===== src/rtl/div_ctrl.sv =====
// div_ctrl: sequences divide/modulo requests onto a signed and an unsigned AXI-stream divider IP.
// Optional DIV_CTRL_ZERO_BYPASS_EN answers a zero divisor locally without touching either IP.
module div_ctrl (
  input  logic        clk,
  input  logic        reset,
  input  logic        req_valid,
  output logic        req_ready,
  input  logic        req_signed,
  input  logic        req_mod,
  input  logic [31:0] req_src1,
  input  logic [31:0] req_src2,
  input  logic        flush,
  output logic        resp_valid,
  input  logic        resp_ready,
  output logic [31:0] resp_data,
  output logic        busy,
  output logic [31:0] dvd_tdata,
  output logic [31:0] dvs_tdata,
  output logic        s_dvd_tvalid,
  output logic        s_dvs_tvalid,
  output logic        u_dvd_tvalid,
  output logic        u_dvs_tvalid,
  input  logic        s_dvd_tready,
  input  logic        s_dvs_tready,
  input  logic        u_dvd_tready,
  input  logic        u_dvs_tready,
  input  logic        s_dout_tvalid,
  input  logic        u_dout_tvalid,
  input  logic [63:0] s_dout_tdata,
  input  logic [63:0] u_dout_tdata
);
  typedef enum logic [2:0] {IDLE, ISSUE, WAIT, DONE, DRAIN} state_t;
  state_t      r_state;
  logic        r_signed, r_mod, r_dvd_acc, r_dvs_acc;
  logic [31:0] r_src1, r_src2, r_data;
  logic        w_accept, w_send, w_dvd_hs, w_dvs_hs, w_both, w_dout, w_zero;
  logic [31:0] w_result;
`ifdef DIV_CTRL_ZERO_BYPASS_EN
  assign w_zero = req_src2 == '0;
`else
  assign w_zero = 1'b0;
`endif
  assign req_ready    = r_state == IDLE && !flush;
  assign w_accept     = req_valid && req_ready;
  assign w_send       = r_state == ISSUE || r_state == DRAIN;
  assign s_dvd_tvalid = w_send && r_signed && !r_dvd_acc;
  assign s_dvs_tvalid = w_send && r_signed && !r_dvs_acc;
  assign u_dvd_tvalid = w_send && !r_signed && !r_dvd_acc;
  assign u_dvs_tvalid = w_send && !r_signed && !r_dvs_acc;
  assign w_dvd_hs     = (s_dvd_tvalid && s_dvd_tready) || (u_dvd_tvalid && u_dvd_tready);
  assign w_dvs_hs     = (s_dvs_tvalid && s_dvs_tready) || (u_dvs_tvalid && u_dvs_tready);
  assign w_both       = (r_dvd_acc || w_dvd_hs) && (r_dvs_acc || w_dvs_hs);
  assign w_dout       = r_signed ? s_dout_tvalid : u_dout_tvalid;
  assign w_result     = r_signed ? (r_mod ? s_dout_tdata[31:0] : s_dout_tdata[63:32])
                                 : (r_mod ? u_dout_tdata[31:0] : u_dout_tdata[63:32]);
  assign resp_valid   = r_state == DONE;
  assign resp_data    = r_data;
  assign busy         = r_state != IDLE;
  assign dvd_tdata    = r_src1;
  assign dvs_tdata    = r_src2;
  always_ff @(posedge clk) begin
    if (reset) begin
      r_state   <= IDLE;
      r_signed  <= 1'b0;
      r_mod     <= 1'b0;
      r_src1    <= '0;
      r_src2    <= '0;
      r_data    <= '0;
      r_dvd_acc <= 1'b0;
      r_dvs_acc <= 1'b0;
    end else begin
      // handshakes already on the bus are recorded even when a flush arrives alongside them
      r_dvd_acc <= r_state != IDLE && (r_dvd_acc || w_dvd_hs);
      r_dvs_acc <= r_state != IDLE && (r_dvs_acc || w_dvs_hs);
      case (r_state)
        IDLE: if (w_accept) begin
          r_signed <= req_signed;
          r_mod    <= req_mod;
          r_src1   <= req_src1;
          r_src2   <= req_src2;
          r_data   <= req_mod ? req_src1 : '1;
          r_state  <= w_zero ? DONE : ISSUE;
        end
        ISSUE: r_state <= flush ? DRAIN : w_both ? WAIT : ISSUE;
        // a result landing with the flush is already the one to discard, so no drain is needed
        WAIT: if (flush) r_state <= w_dout ? IDLE : DRAIN;
        else if (w_dout) begin
          r_data  <= w_result;
          r_state <= DONE;
        end
        DONE: if (flush || resp_ready) r_state <= IDLE;
        DRAIN: if (w_dout && w_both) r_state <= IDLE;
        default: r_state <= IDLE;
      endcase
    end
  end
endmodule


===== config.mk =====
export PLATFORM = sky130hd
export DESIGN_NAME = div_ctrl
export DESIGN_NICKNAME = d
export VERILOG_FILES = /design/src/rtl/div_ctrl.sv
export SDC_FILE = /design/constraint.sdc
export NUM_CORES = 1
export LEC_CHECK = 0
export ABC_AREA = 1
export BUFFER_PORTS_ARGS = -buffer_cell sky130_fd_sc_hd__clkbuf_2
export CAP_MARGIN = 20
export CORE_AREA = 2 2 120 122
export DETAILED_ROUTE_END_ITERATION = 8
export DIE_AREA = 0 0 122 124
export PLACE_DENSITY = 0.75
export SLEW_MARGIN = 10
export SYNTH_ARGS = -nofsm -noshare
export SYNTH_HDL_FRONTEND = slang
export SYNTH_SLANG_ARGS = --single-unit

===== constraint.sdc =====
create_clock -name clk -period 1.4 [get_ports clk]
set_clock_uncertainty 0.1 [all_clocks]
set_input_delay 0.14 -clock clk [delete_from_list [all_inputs] [get_ports clk]]
set_output_delay 0.14 -clock clk [all_outputs]
set_load 0.1 [all_outputs]

### Word-level counts from Yosys, hierarchy flattened

Cells that the tools add are included.

| word-level totals | value |
|---|---|
| output and inout bits | 103 |
| logic and storage cells | 68 |
| input bits | 205 |
| flip-flop bits (word level) | 103 |

| cells by class | value |
|---|---|
| reductions and logical operators | 32 |
| eq/ne operators | 10 |
| multiplexer cells | 18 |

Operators with widths:

| cell | number |
|---|---|
| 32-bit two-way mux | 7 |
| 32-bit one-hot mux with 2 select lines | 1 |
| 3-bit two-way mux | 7 |
| 1-bit logical AND | 16 |
| 3-bit one-hot mux with 5 select lines | 1 |
| 4-bit AND reduction | 2 |
| 3-bit by 2-bit == test with 1-bit output (second input constant) | 2 |
| 1-bit logical OR | 6 |
| 2-bit != test (second input constant) | 3 |
| 1-bit logical NOT | 4 |
| 2-bit by 1-bit != test with 1-bit output (second input constant) | 2 |
| 3-bit by 1-bit == test with 1-bit output (second input constant) | 1 |
| 3-bit == test (second input constant) | 1 |
| 3-bit logical NOT | 1 |
| 3-bit != test (second input constant) | 1 |
| 3-bit nonzero test | 1 |
| 2-bit two-way mux | 1 |
| 2-bit AND reduction | 1 |
| 2-bit nonzero test | 1 |
| 1-bit two-way mux | 1 |

### Longest topological paths before layout

Gate-level depths: netlist of the first run.

| logic depth | value |
|---|---|
| depth after elaboration | 11 |
| depth in mapped cells | 10 |
| mapped depth without buffers | 10 |

### Least setup slack after synthesis of the first run

No wires, ideal clock.

| path | value |
|---|---|
| kind | register to register |
| start | register r_state[0] |
| end | register r_state[0] |
| path buffers | 0 |
| stages on the path, launching flop included | 9 |
| arrival | 3.036 ns |
| data required time | 1.236 ns |
| library setup time | 0.064 ns |
| path slack | -1.800 ns |
| cells stage by stage | dfxtp_1 -> inv_1 -> nor3_1 -> nand2_1 -> nor2_1 -> nor3_1 -> nand2_1 -> nor2_1 -> nor2_1 |

RTL lines:

| item | RTL line | RTL |
|---|---|---|
| start, declared | 33 | `state_t r_state;` |
| start signal, assigned | 82 | `r_state <= w_zero ? DONE : ISSUE;` |
| start signal, assigned | 84 | `ISSUE: r_state <= flush ? DRAIN : w_both ? WAIT : ISSUE;` |
| start signal, assigned | 86 | `WAIT: if (flush) r_state <= w_dout ? IDLE : DRAIN;` |
| 3-bit by 2-bit == test with 1-bit output (*) | - |  |
| named net resp_valid | 13 | `output logic resp_valid,` |
| 2-bit by 1-bit != test with 1-bit output (no line) | - |  |
| 4-bit AND reduction (no line) | - |  |

The timed path passes the listed nets; every way through them passes the cells marked *.
A chain may end at the register's enable or synchronous reset.

### Worst setup path after layout of the first run

| path | value |
|---|---|
| start | register r_state[2] |
| end | register r_src1[13], in the netlist dvd_tdata[13] |

| between the ends | value |
|---|---|
| word-level cells in the longest chain between the ends | 4 |

Ends and longest elaborated chain:

| item | RTL line | RTL |
|---|---|---|
| 3-bit logical NOT (*) | 43, 75 |  |
| 1-bit logical AND | 43 | `assign req_ready = r_state == IDLE && !flush;` |
| 1-bit logical AND | 44 | `assign w_accept = req_valid && req_ready;` |
| 2-bit AND reduction (no line) (*) | - |  |
| end signal, assigned | 79 | `r_src1 <= req_src1;` |
| end, declared | 35 | `logic [31:0] r_src1, r_src2, r_data;` |

Every way passes the cells marked *; elsewhere a longest branch is shown, timed or not.

==> impl_metrics.py, run 1 <==
metrics = {
    "floorplanning": {
        "die_w_um": 122,
        "die-area_um2": 15100,
        "start_util": 0.362,
        "core_area_um2": 13700,
        "ios": 308,
        "die_y_um": 124,
        "num_rows": 43,
    },
    "synth": {
        "ys_types": 24,
        "synthArstFlopShare": 0,
        "ys_top_cells_by_area": "dfxtp_1 42%, nand2_1 13%, o21ai_0 10%",
        "syn_area_per_cell_um2": 6.91,
        "synth_simple_gate_area_frac": 0.230,
        "synth_top_family_by_area": "compound AO/OA/AOI/OAI gates",
        "yosysWarnings": 0,
        "seq_area_frac_synth": 0.416,
        "synthCells": 718,
        "synthesis.nets": 923,
        "synthFlopType": "dfxtp_1",
        "synth.largest_area_cell": "dfxtp_1",
        "synth_top_area_frac": 0.416,
        "synth_edf_count": 0,
        "synthAdderAreaFrac": 0,
        "yosysMostFrequentCell": "nand2_1",
        "synthTopCellsByCount": "176 x nand2_1, 103 x dfxtp_1, 101 x o21ai_0, 91 x nor2_1, 79 x a21oi_1",
        "synth_xor_xnor_area_share": 0,
        "synth_compound_area_frac": 0.278,
        "syn-cell-area_um2": 4960,
        "synth_seq_cells": 103,
        "synthMuxAreaShare": 0,
    },
    "timing": {
        "finalCriticalPeriod_ns": 1.75,
        "rsz0062_at_grt": "true",
        "finalSetupViolCount": 109,
        "hold_viol": 0,
        "worstMarginPinSlew_ns": 0.384,
        "relSlewSlack": 0.744,
        "postLayoutSetupSlackWorst_ns": -0.351,
        "max_freq_mhz": 571,
        "finalCritPeriodShare": 1.25,
        "whs_ns": 0.0935,
        "tns_ns": -30.41,
        "slew_viol_final": 0,
    },
    "clock_tree": {
        "cts_tree": "done",
        "htreeDepth": 3,
        "cts_inserted_buffers": 9,
        "clk_pin_slew_ns": 0.07,
        "insertion_delay_ns": 0.34,
        "clockRootBuffer": "clkbuf_16",
        "cts.sink_count": 103,
        "clockBufferDepth": 2,
    },
    "critical_path": {
        "cp_slowest_stage_delay_ns": 0.36,
        "cp_common_cell": "buf_12",
        "reg2reg_depth": 10,
        "crit_slowest_cell": "dfxtp_4",
        "crit_path_cell_trace": "nor2_4 -> nand2_8 -> nor2_4 -> nand2_4 -> buf_12 -> buf_12 -> inv_12 -> buf_12 -> nand2_4 -> a21oi_2",
        "critical_path_arrival_ns": 1.93,
        "regToRegStartpoint": "r_state[2]",
        "path_class": "reg -> reg",
        "path_max_fanout": 8,
        "critPathCaptureType": "flop",
        "start_kind": "flop",
        "crit_required_ns": 1.58,
        "r2r_end": "dvd_tdata[13]",
        "reg2reg_slack_ns": -0.35,
    },
    "detailed_routing": {
        "route.detailed.drc": 0,
        "drt_iter0_drc": 425,
        "vias": 6963,
        "avgViaCountPerCell": 5.29,
        "wl_per_cell_um": 17.7,
        "wl_um": 23300,
        "ant_nets": 0,
        "first_pass_iters": 5,
    },
    "global_routing": {
        "grt_max_degree": 72,
        "grt_pass1_vias": 6783,
        "grt_pass1_wl_um": 33800,
        "grtUsageTotal": 0.290,
        "antenna_found_initial": 1,
        "grt.overflow.total": 0,
    },
    "placed_design": {
        "dp.cells": 1189,
        "io_buffers": 307,
        "dp_slack_ns": -0.222,
        "routabilityCongestion": 0.870,
        "dpl.hpwl_um": 14000,
        "dpl_cell_area_um2": 7360,
    },
    "final_layout": {
        "layout.cells.non_filler": 1317,
        "fin_area_um2": 9800,
        "drive_above_1_share": 0.469,
        "area_growth_pct": 97.5,
        "fill_cells": 1007,
        "finish.utilization": 0.714,
        "nNetsFinal": 1337,
    },
    "pwr": {
        "power_density_nw_per_um2": 1910,
        "power_leakage_nw": 4.39,
        "vdd_ir_drop_max_uv": 1050,
        "total_power_mw": 18.7,
    },
    "min_path": {
        "min_path_type": "in -> reg",
        "whs_path_depth": 5,
        "whs_endpoint": "resp_data[23]",
        "hp-start": "u_dout_tdata[55]",
    },
    "outcome": {
        "outcome": "complete, but fails checks",
        "violations": "setup timing",
    },
    "flow_run": {
        "maxCapViolations": 0,
    },
}
==> placed cells by master, fill, tap and decap left out, types with 11 or more instances in the layout <==
master | Yosys | layout
a21oi_1 | 79 | 57
a21oi_2 | 0 | 22
a31oi_1 | 20 | 20
buf_12 | 0 | 35
buf_16 | 0 | 16
buf_4 | 4 | 116
buf_6 | 8 | 15
clkbuf_16 | 0 | 11
clkbuf_2 | 0 | 204
dfxtp_1 | 103 | 98
dlygate4sd3_1 | 0 | 66
nand2_1 | 176 | 120
nand2_2 | 2 | 38
nand2_4 | 2 | 20
nor2_1 | 91 | 83
o211ai_1 | 12 | 12
o21ai_0 | 101 | 86
o21ai_1 | 7 | 12
o22ai_1 | 20 | 20
==> routing by layer <==
metal | vias to the layer above | global-route usage | routed length [um]
met5 | - | 0 | 0
li1 | 3287 | - | -
met3 | 89 | 0.0719 | 2000
met4 | 0 | 0.161 | 1210
met2 | 381 | 0.516 | 11400
met1 | 3206 | 0.315 | 8620
==> cell type report <==
| type | instances | area [um^2] | area share |
|---|---|---|---|
| clock inverters | 4 | 52.6 | 0.00536 |
| multi-input cells | 539 | 3010 | 0.307 |
| inverters | 15 | 92.6 | 0.00945 |
| flip-flops and latches | 103 | 2070 | 0.212 |
| well taps | 180 | 225 | 0.0230 |
| repair buffers | 463 | 4070 | 0.416 |
| diodes | 1 | 2.50 | 0.000255 |
| clock buffers | 11 | 253 | 0.0258 |
| repair inverters | 1 | 16.3 | 0.00166 |
==> power by group <==
group          internal [mW]  switching (mW)
combinational           4.50            7.69
clock                   1.49            1.12
sequential              3.48           0.404
==> sequential cells by signal, indices dropped and copies added (netlist names) <==
name / flops
dvs_tdata: 32
resp_data: 32
r_dvs_acc: 1
r_dvd_acc: 1
r_state: 3
dvd_tdata: 32
r_signed: 1
r_mod: 1
==> how the worst max path moves through the flow <==
stage                     from             to  slack [ns]  cells after the start
CTS                 r_state[2]   u_dvd_tvalid       -0.30                      7
floorplan           r_state[0]     r_state[0]       -0.67                     10
finish              r_state[2]  dvd_tdata[13]       -0.35                     10
global placement    r_state[0]  dvd_tdata[30]       -0.15                      8
detailed placement  r_state[0]  resp_data[14]       -0.22                      8
global route        r_state[2]     r_state[1]       -0.41                     11
==> kinds of logic after synthesis <==
kind of cell,after synthesis
AOI/OAI and AO/OA,251
and+or+nand+nor,288
buffers and inverters,76
DFF,103
==> worst max-delay path, delay by kind of cell, from the launching register on <==
kind / cells / cell delay, ns
simple gates: 5 / 0.58
buf+inv: 4 / 0.50
flops: 1 / 0.36
compound gates: 1 / 0.12
==> repair_timing <==
| item | 4_1_cts | 5_1_grt |
|---|---|---|
| buffers inserted | 22 | 7 |
| setup endpoints to repair | 108 | 109 |
| hold buffers | 66 | 0 |
| cloned | 22 | 2 |
| gates resized for setup | 132 | 61 |
| endpoints found under the hold margin | 66 | 0 |
| pin swaps | 40 | 22 |
Note: power is estimated with default switching activity, not from simulation.
==> inputs of run 2 (changes only) <==
Settings changed: CORE_AREA 2 2 120 122 to 2 2 118 120, CTS_BUF_LIST set to sky130_fd_sc_hd__clkbuf_4 sky130_fd_sc_hd__clkbuf_8, DIE_AREA 0 0 122 124 to 0 0 120 122, PLACE_DENSITY 0.75 to 0.77.
==> run 2 against run 1 <==
The flow still finishes with violations (setup timing). Global-route usage increased by 0.75 points. Register-to-register slack worse by 0.11 ns. First-iteration DRC count up 19%. Sequential power is 1% higher. Die area decreased by 3.2%. Wire length up 4.7%. Combinational power about the same. Worst setup slack got worse by 0.11 ns. Clock-buffer cell count is 1 lower. Cell count down 0.30%. Critical path type unchanged. Critical endpoint is now dvd_tdata[29]. Highest routed layer unchanged.
==> impl_metrics.py, run 2 (synthesis results as in run 1) <==
metrics = {
    "outcome": {
        "outcome": "complete, but fails checks",
        "violations": "setup timing",
    },
    "pwr": {
        "total_power_mw": 17.6,
        "power_density_nw_per_um2": 1840,
        "vdd_ir_drop_max_uv": 1160,
        "power_leakage_nw": 4.28,
    },
    "detailed_routing": {
        "drt_iter0_drc": 506,
        "avgViaCountPerCell": 5.42,
        "route.detailed.drc": 0,
        "first_pass_iters": 5,
        "ant_nets": 0,
        "vias": 7117,
        "wl_per_cell_um": 18.6,
        "wl_um": 24400,
    },
    "final_layout": {
        "final_common_cell": "clkbuf_2",
        "area_growth_pct": 93.6,
        "layout_common_cells": "203 x clkbuf_2, 124 x buf_4, 112 x nand2_1",
        "fin_area_um2": 9610,
        "drive_above_1_share": 0.480,
        "fill_cells": 1003,
        "n_antenna_cell": 0,
        "nNetsFinal": 1334,
        "layout.cells.non_filler": 1313,
        "multi_input_area_um2": 3160,
        "seq_area_um2": 2070,
    },
    "clock_tree": {
        "clockBufferDepth": 2,
        "clk_pin_slew_ns": 0.12,
        "cts.sink_count": 103,
        "cts_inserted_buffers": 9,
        "htreeDepth": 3,
        "clockRootBuffer": "clkbuf_8",
        "cts_tree": "done",
        "insertion_delay_ns": 0.39,
    },
    "floorplanning": {
        "die-area_um2": 14600,
        "die_w_um": 120,
        "num_rows": 43,
        "die_y_um": 122,
        "start_util": 0.367,
        "core_area_um2": 13500,
        "ios": 308,
    },
    "timing": {
        "postLayoutSetupSlackWorst_ns": -0.456,
        "relSlewSlack": 0.683,
        "finalSetupViolCount": 109,
        "whs_ns": 0.0225,
        "worstMarginPinSlew_ns": 0.475,
        "finalCritPeriodShare": 1.33,
        "tns_ns": -34.65,
        "max_freq_mhz": 539,
        "rsz0062_at_grt": "true",
        "finalCriticalPeriod_ns": 1.86,
        "slew_viol_final": 0,
        "hold_viol": 0,
    },
    "critical_path": {
        "start_kind": "flop",
        "cp_common_cell": "buf_6",
        "crit_required_ns": 1.63,
        "crit_slowest_cell": "dfxtp_2",
        "path_max_fanout": 7,
        "cp_slowest_stage_delay_ns": 0.35,
        "critPathCaptureType": "flop",
        "crit_path_cell_trace": "inv_2 -> buf_6 -> buf_6 -> nand2_8 -> nor2_4 -> nand2_8 -> inv_12 -> buf_12 -> buf_6 -> clkbuf_16 -> nand2_1 -> a21oi_1",
        "path_class": "reg -> reg",
        "critical_path_arrival_ns": 2.09,
    },
    "global_routing": {
        "grt.overflow.total": 0,
        "grt_pass1_vias": 6733,
        "grt_max_degree": 78,
        "antenna_found_initial": 0,
        "grtUsageTotal": 0.297,
        "grt_pass1_wl_um": 33900,
    },
    "placed_design": {
        "dpl.hpwl_um": 13300,
        "routabilityCongestion": 0.858,
        "dp.cells": 1187,
        "io_buffers": 307,
        "dpl_cell_area_um2": 7340,
    },
    "min_path": {
        "min_path_type": "in -> reg",
    },
    "flow_run": {
        "maxCapViolations": 0,
    },
}
[run 2: final timing paths]
| path | from | endpoint | slack (ns) | cells past startpoint |
|---|---|---|---|---|
| setup / recovery | r_state[1] | dvd_tdata[29] | -0.46 | 12 |
| setup reg to reg | r_state[1] | dvd_tdata[29] | -0.46 | 12 |
| hold reg to reg | dvs_tdata[15] | dvs_tdata[15] | 0.37 | 2 |
| hold / removal | u_dout_tdata[34] | resp_data[2] | 0.02 | 5 |
[run 2: metal layers]
metal  GRT usage  part of all wire
met3      0.0819             0.090
met4       0.168             0.049
met1       0.334              0.37
met2       0.508              0.49
met5           0                 0
[run 2: timing repair]
action	in CTS	in global routing
endpoints found under the hold margin	87	0
cloned	16	4
setup buffers	18	16
pin swaps	11	34
gates resized for setup	57	159
hold buffers	67	0
endpoints found under the setup margin	106	110
[run 2: metrics by stage]
step / utilization / worst slack (ns)
after global routing: 0.711 / -0.533
after CTS: 0.665 / -0.378
after detailed placement: 0.543 / -0.194
after floorplan: - / -0.672
after global placement: 0.543 / -0.138
final: 0.711 / -0.456
[run 2: critical path: cells and delay by family (launching register included)]
kind                   cells  cell delay, ns
AO/OA/AOI/OAI              1            0.17
AND/OR/NAND/NOR            4            0.43
flip-flops                 1            0.35
buffers and inverters      7            0.73
[run 2: layout make-up]
type / count / area share
Clock buffer: 10 / 0.0137
Clock inverter: 5 / 0.00378
Inverter: 15 / 0.00899
Multi-Input combinational cell: 539 / 0.329
Sequential cell: 103 / 0.216
Tap cell: 180 / 0.0234
Timing Repair Buffer: 459 / 0.403
Timing Repair inverter: 2 / 0.00234
[run 2: where the power goes]
part / switching, mW / total (mW) / internal (mW)
registers: 0.447 / 3.92 / 3.47
clock network: 1.14 / 1.80 / 0.658
logic: 7.71 / 11.9 / 4.21
total: 9.30 / 17.6 / 8.34
==> inputs of run 3 (changes only) <==
Settings changed: GPL_TIMING_DRIVEN set to 0.
==> run 3 against run 2 <==
The flow still finishes with violations (setup timing). Register-to-register slack better by 0.14 ns. Critical path depth is 1 lower. Core utilization is 6.2 points lower. Worst hold slack better by 0.021 ns. Non-clock buffer count is 7 lower. Critical endpoint is now r_state[1]. Largest cell class unchanged.
==> impl_metrics.py, run 3 (synthesis results as in run 1) <==
metrics = {
    "outcome": {
        "outcome": "complete, but fails checks",
        "violations": "setup timing",
    },
    "critical_path": {
        "critical_path_arrival_ns": 1.90,
        "critPathCaptureType": "flop",
        "crit_path_cell_trace": "nor2_4 -> nand2_8 -> nor2_4 -> nand2_8 -> inv_6 -> buf_6 -> nor2_4 -> nor3_2 -> nand2_1 -> nor2_1 -> nor2_1",
        "reg2reg_slack_ns": -0.32,
        "path_class": "reg -> reg",
        "path_max_fanout": 5,
        "critPathLaunch": "r_state[0]",
        "cp_common_cell": "nor2_4",
        "r2r_end": "r_state[1]",
        "crit_slowest_cell": "dfxtp_4",
        "start_kind": "flop",
        "reg2reg_depth": 11,
        "cp_slowest_stage_delay_ns": 0.38,
        "crit_required_ns": 1.58,
        "critical_path.top_delay_family": "simple AND/OR/NAND/NOR gates",
        "worst-path-buf-inv": 2,
        "regToRegStartpoint": "r_state[0]",
    },
    "min_path": {
        "hp-start": "u_dout_tdata[34]",
        "whs_path_depth": 5,
        "whs_endpoint": "resp_data[2]",
        "min_path_type": "in -> reg",
    },
    "global_routing": {
        "grtUsageMet3": 0.0763,
        "met1_usage": 0.326,
        "grt_max_degree": 16,
        "grt_pass1_vias": 6593,
        "grt_pass1_wl_um": 33200,
        "grt.overflow.total": 0,
        "gr-usage-met2": 0.525,
        "grtUsageTotal": 0.290,
        "grt_busiest_layer": "met2",
        "antenna_found_initial": 0,
    },
    "clock_tree": {
        "insertion_delay_ns": 0.38,
        "clockRootBuffer": "clkbuf_8",
        "clockBufferDepth": 2,
        "htreeDepth": 3,
        "clk_pin_slew_ns": 0.09,
        "cts.sink_count": 103,
        "cts_tree": "done",
        "cts_inserted_buffers": 9,
    },
    "timing": {
        "slew_viol_final": 0,
        "finalSetupViolCount": 107,
        "finalCritPeriodShare": 1.23,
        "worstMarginPinSlew_ns": 0.682,
        "rsz0062_at_grt": "true",
        "finalCriticalPeriod_ns": 1.72,
        "relSlewSlack": 0.545,
        "whs_ns": 0.0435,
        "postLayoutSetupSlackWorst_ns": -0.320,
        "hold_viol": 0,
        "max_freq_mhz": 581,
    },
    "pwr": {
        "power_density_nw_per_um2": 1830,
        "vdd_ir_drop_max_uv": 933,
        "power_leakage_nw": 3.87,
    },
    "placed_design": {
        "io_buffers": 306,
        "routabilityCongestion": 0.896,
        "dpl.hpwl_um": 15100,
        "dp.cells": 1204,
    },
    "detailed_routing": {
        "avgViaCountPerCell": 5.21,
        "first_pass_iters": 5,
        "wl_per_cell_um": 17.2,
        "vias": 6793,
        "ant_nets": 0,
        "route.detailed.drc": 0,
        "wl_um": 22500,
        "drt_iter0_drc": 392,
    },
    "final_layout": {
        "drive_above_1_share": 0.423,
        "layout_common_cells": "212 x clkbuf_2, 149 x nand2_1, 99 x dfxtp_1",
        "area_growth_pct": 76.8,
        "layout.cells.non_filler": 1303,
        "n_antenna_cell": 0,
        "nNetsFinal": 1325,
        "fill_cells": 1116,
        "final_common_cell": "clkbuf_2",
    },
    "floorplanning": {
        "ios": 308,
        "num_rows": 43,
        "die-area_um2": 14600,
        "die_w_um": 120,
        "die_y_um": 122,
        "core_area_um2": 13500,
        "start_util": 0.367,
    },
    "flow_run": {
        "maxCapViolations": 0,
    },
}
run 3: cell types whose count changed in the layout (fill, tap and decap cells not counted), sizes merged:
cell	before	now
clkinvlp	3	1
bufinv	0	1
buf	182	46
bufbuf	3	0
clkinv	3	2
inv	16	15
clkbuf	217	349
run 3: worst max path at each step:
stage,end,cells past startpoint
floorplan,r_state[0],10
global placement,resp_data[0],8
detailed placement,resp_data[0],8
CTS,u_dvd_tvalid,6
global route,r_state[0],11
finish,r_state[1],11
run 3: cell type report:
class / instances / area, um^2 / area share
flip-flops and latches: 103 / 2070 / 0.237
multi-input cells: 539 / 2900 / 0.331
well taps: 180 / 225 / 0.0257
inverters: 15 / 71.3 / 0.00813
repair buffers: 392 / 2790 / 0.318
clock buffers: 10 / 138 / 0.0157
plain buffers: 60 / 527 / 0.0601
clock inverters: 4 / 47.5 / 0.00542
run 3: worst register-to-register path, stage by stage, from the launching register on:
cell and delay [ns]:
dfxtp_4 0.38, nor2_4 0.20, nand2_8 0.07, nor2_4 0.18
nand2_8 0.11, inv_6 0.08, buf_6 0.09, nor2_4 0.03
nor3_2 0.12, nand2_1 0.09, nor2_1 0.11, nor2_1 0.05
run 3: timing repair:
action / 4_1_cts / 5_1_grt
endpoints found under the setup margin: 204 / 110
pin swaps: 20 / 4
hold buffers: 67 / 0
gates cloned: 1 / 1
buffers inserted: 14 / 3
hold endpoints to repair: 72 / 0
resized for setup: 237 / 48
run 3: power by group:
part	total [mW]	switching [mW]	internal [mW]
clock network	1.89	1.04	0.851
registers	3.85	0.366	3.48
logic	10.3	7.21	3.12
run 3: routing by layer:
| layer | vias up | wire length [um] |
|---|---|---|
| met4 | 0 | 665 |
| met5 | - | 0 |
| met1 | 3158 | 8760 |
| met2 | 326 | 11400 |
| li1 | 3251 | - |
| met3 | 58 | 1680 |
run 3: stage by stage:
stage | worst slack (ns) | area (um^2) | power (mW) | TNS, ns | utilization
floorplan | -0.672 | 5060 | 10.5 | -65.07 | -
global placement | -0.423 | 6820 | 12.2 | -26.52 | 0.505
detailed placement | -0.443 | 6820 | 12.3 | -29.03 | 0.505
CTS | -0.313 | 8560 | 15.6 | -25.24 | 0.634
global route | -0.426 | 8770 | 16.8 | -36.95 | 0.649
finish | -0.320 | 8770 | 16.1 | -27.80 | 0.649
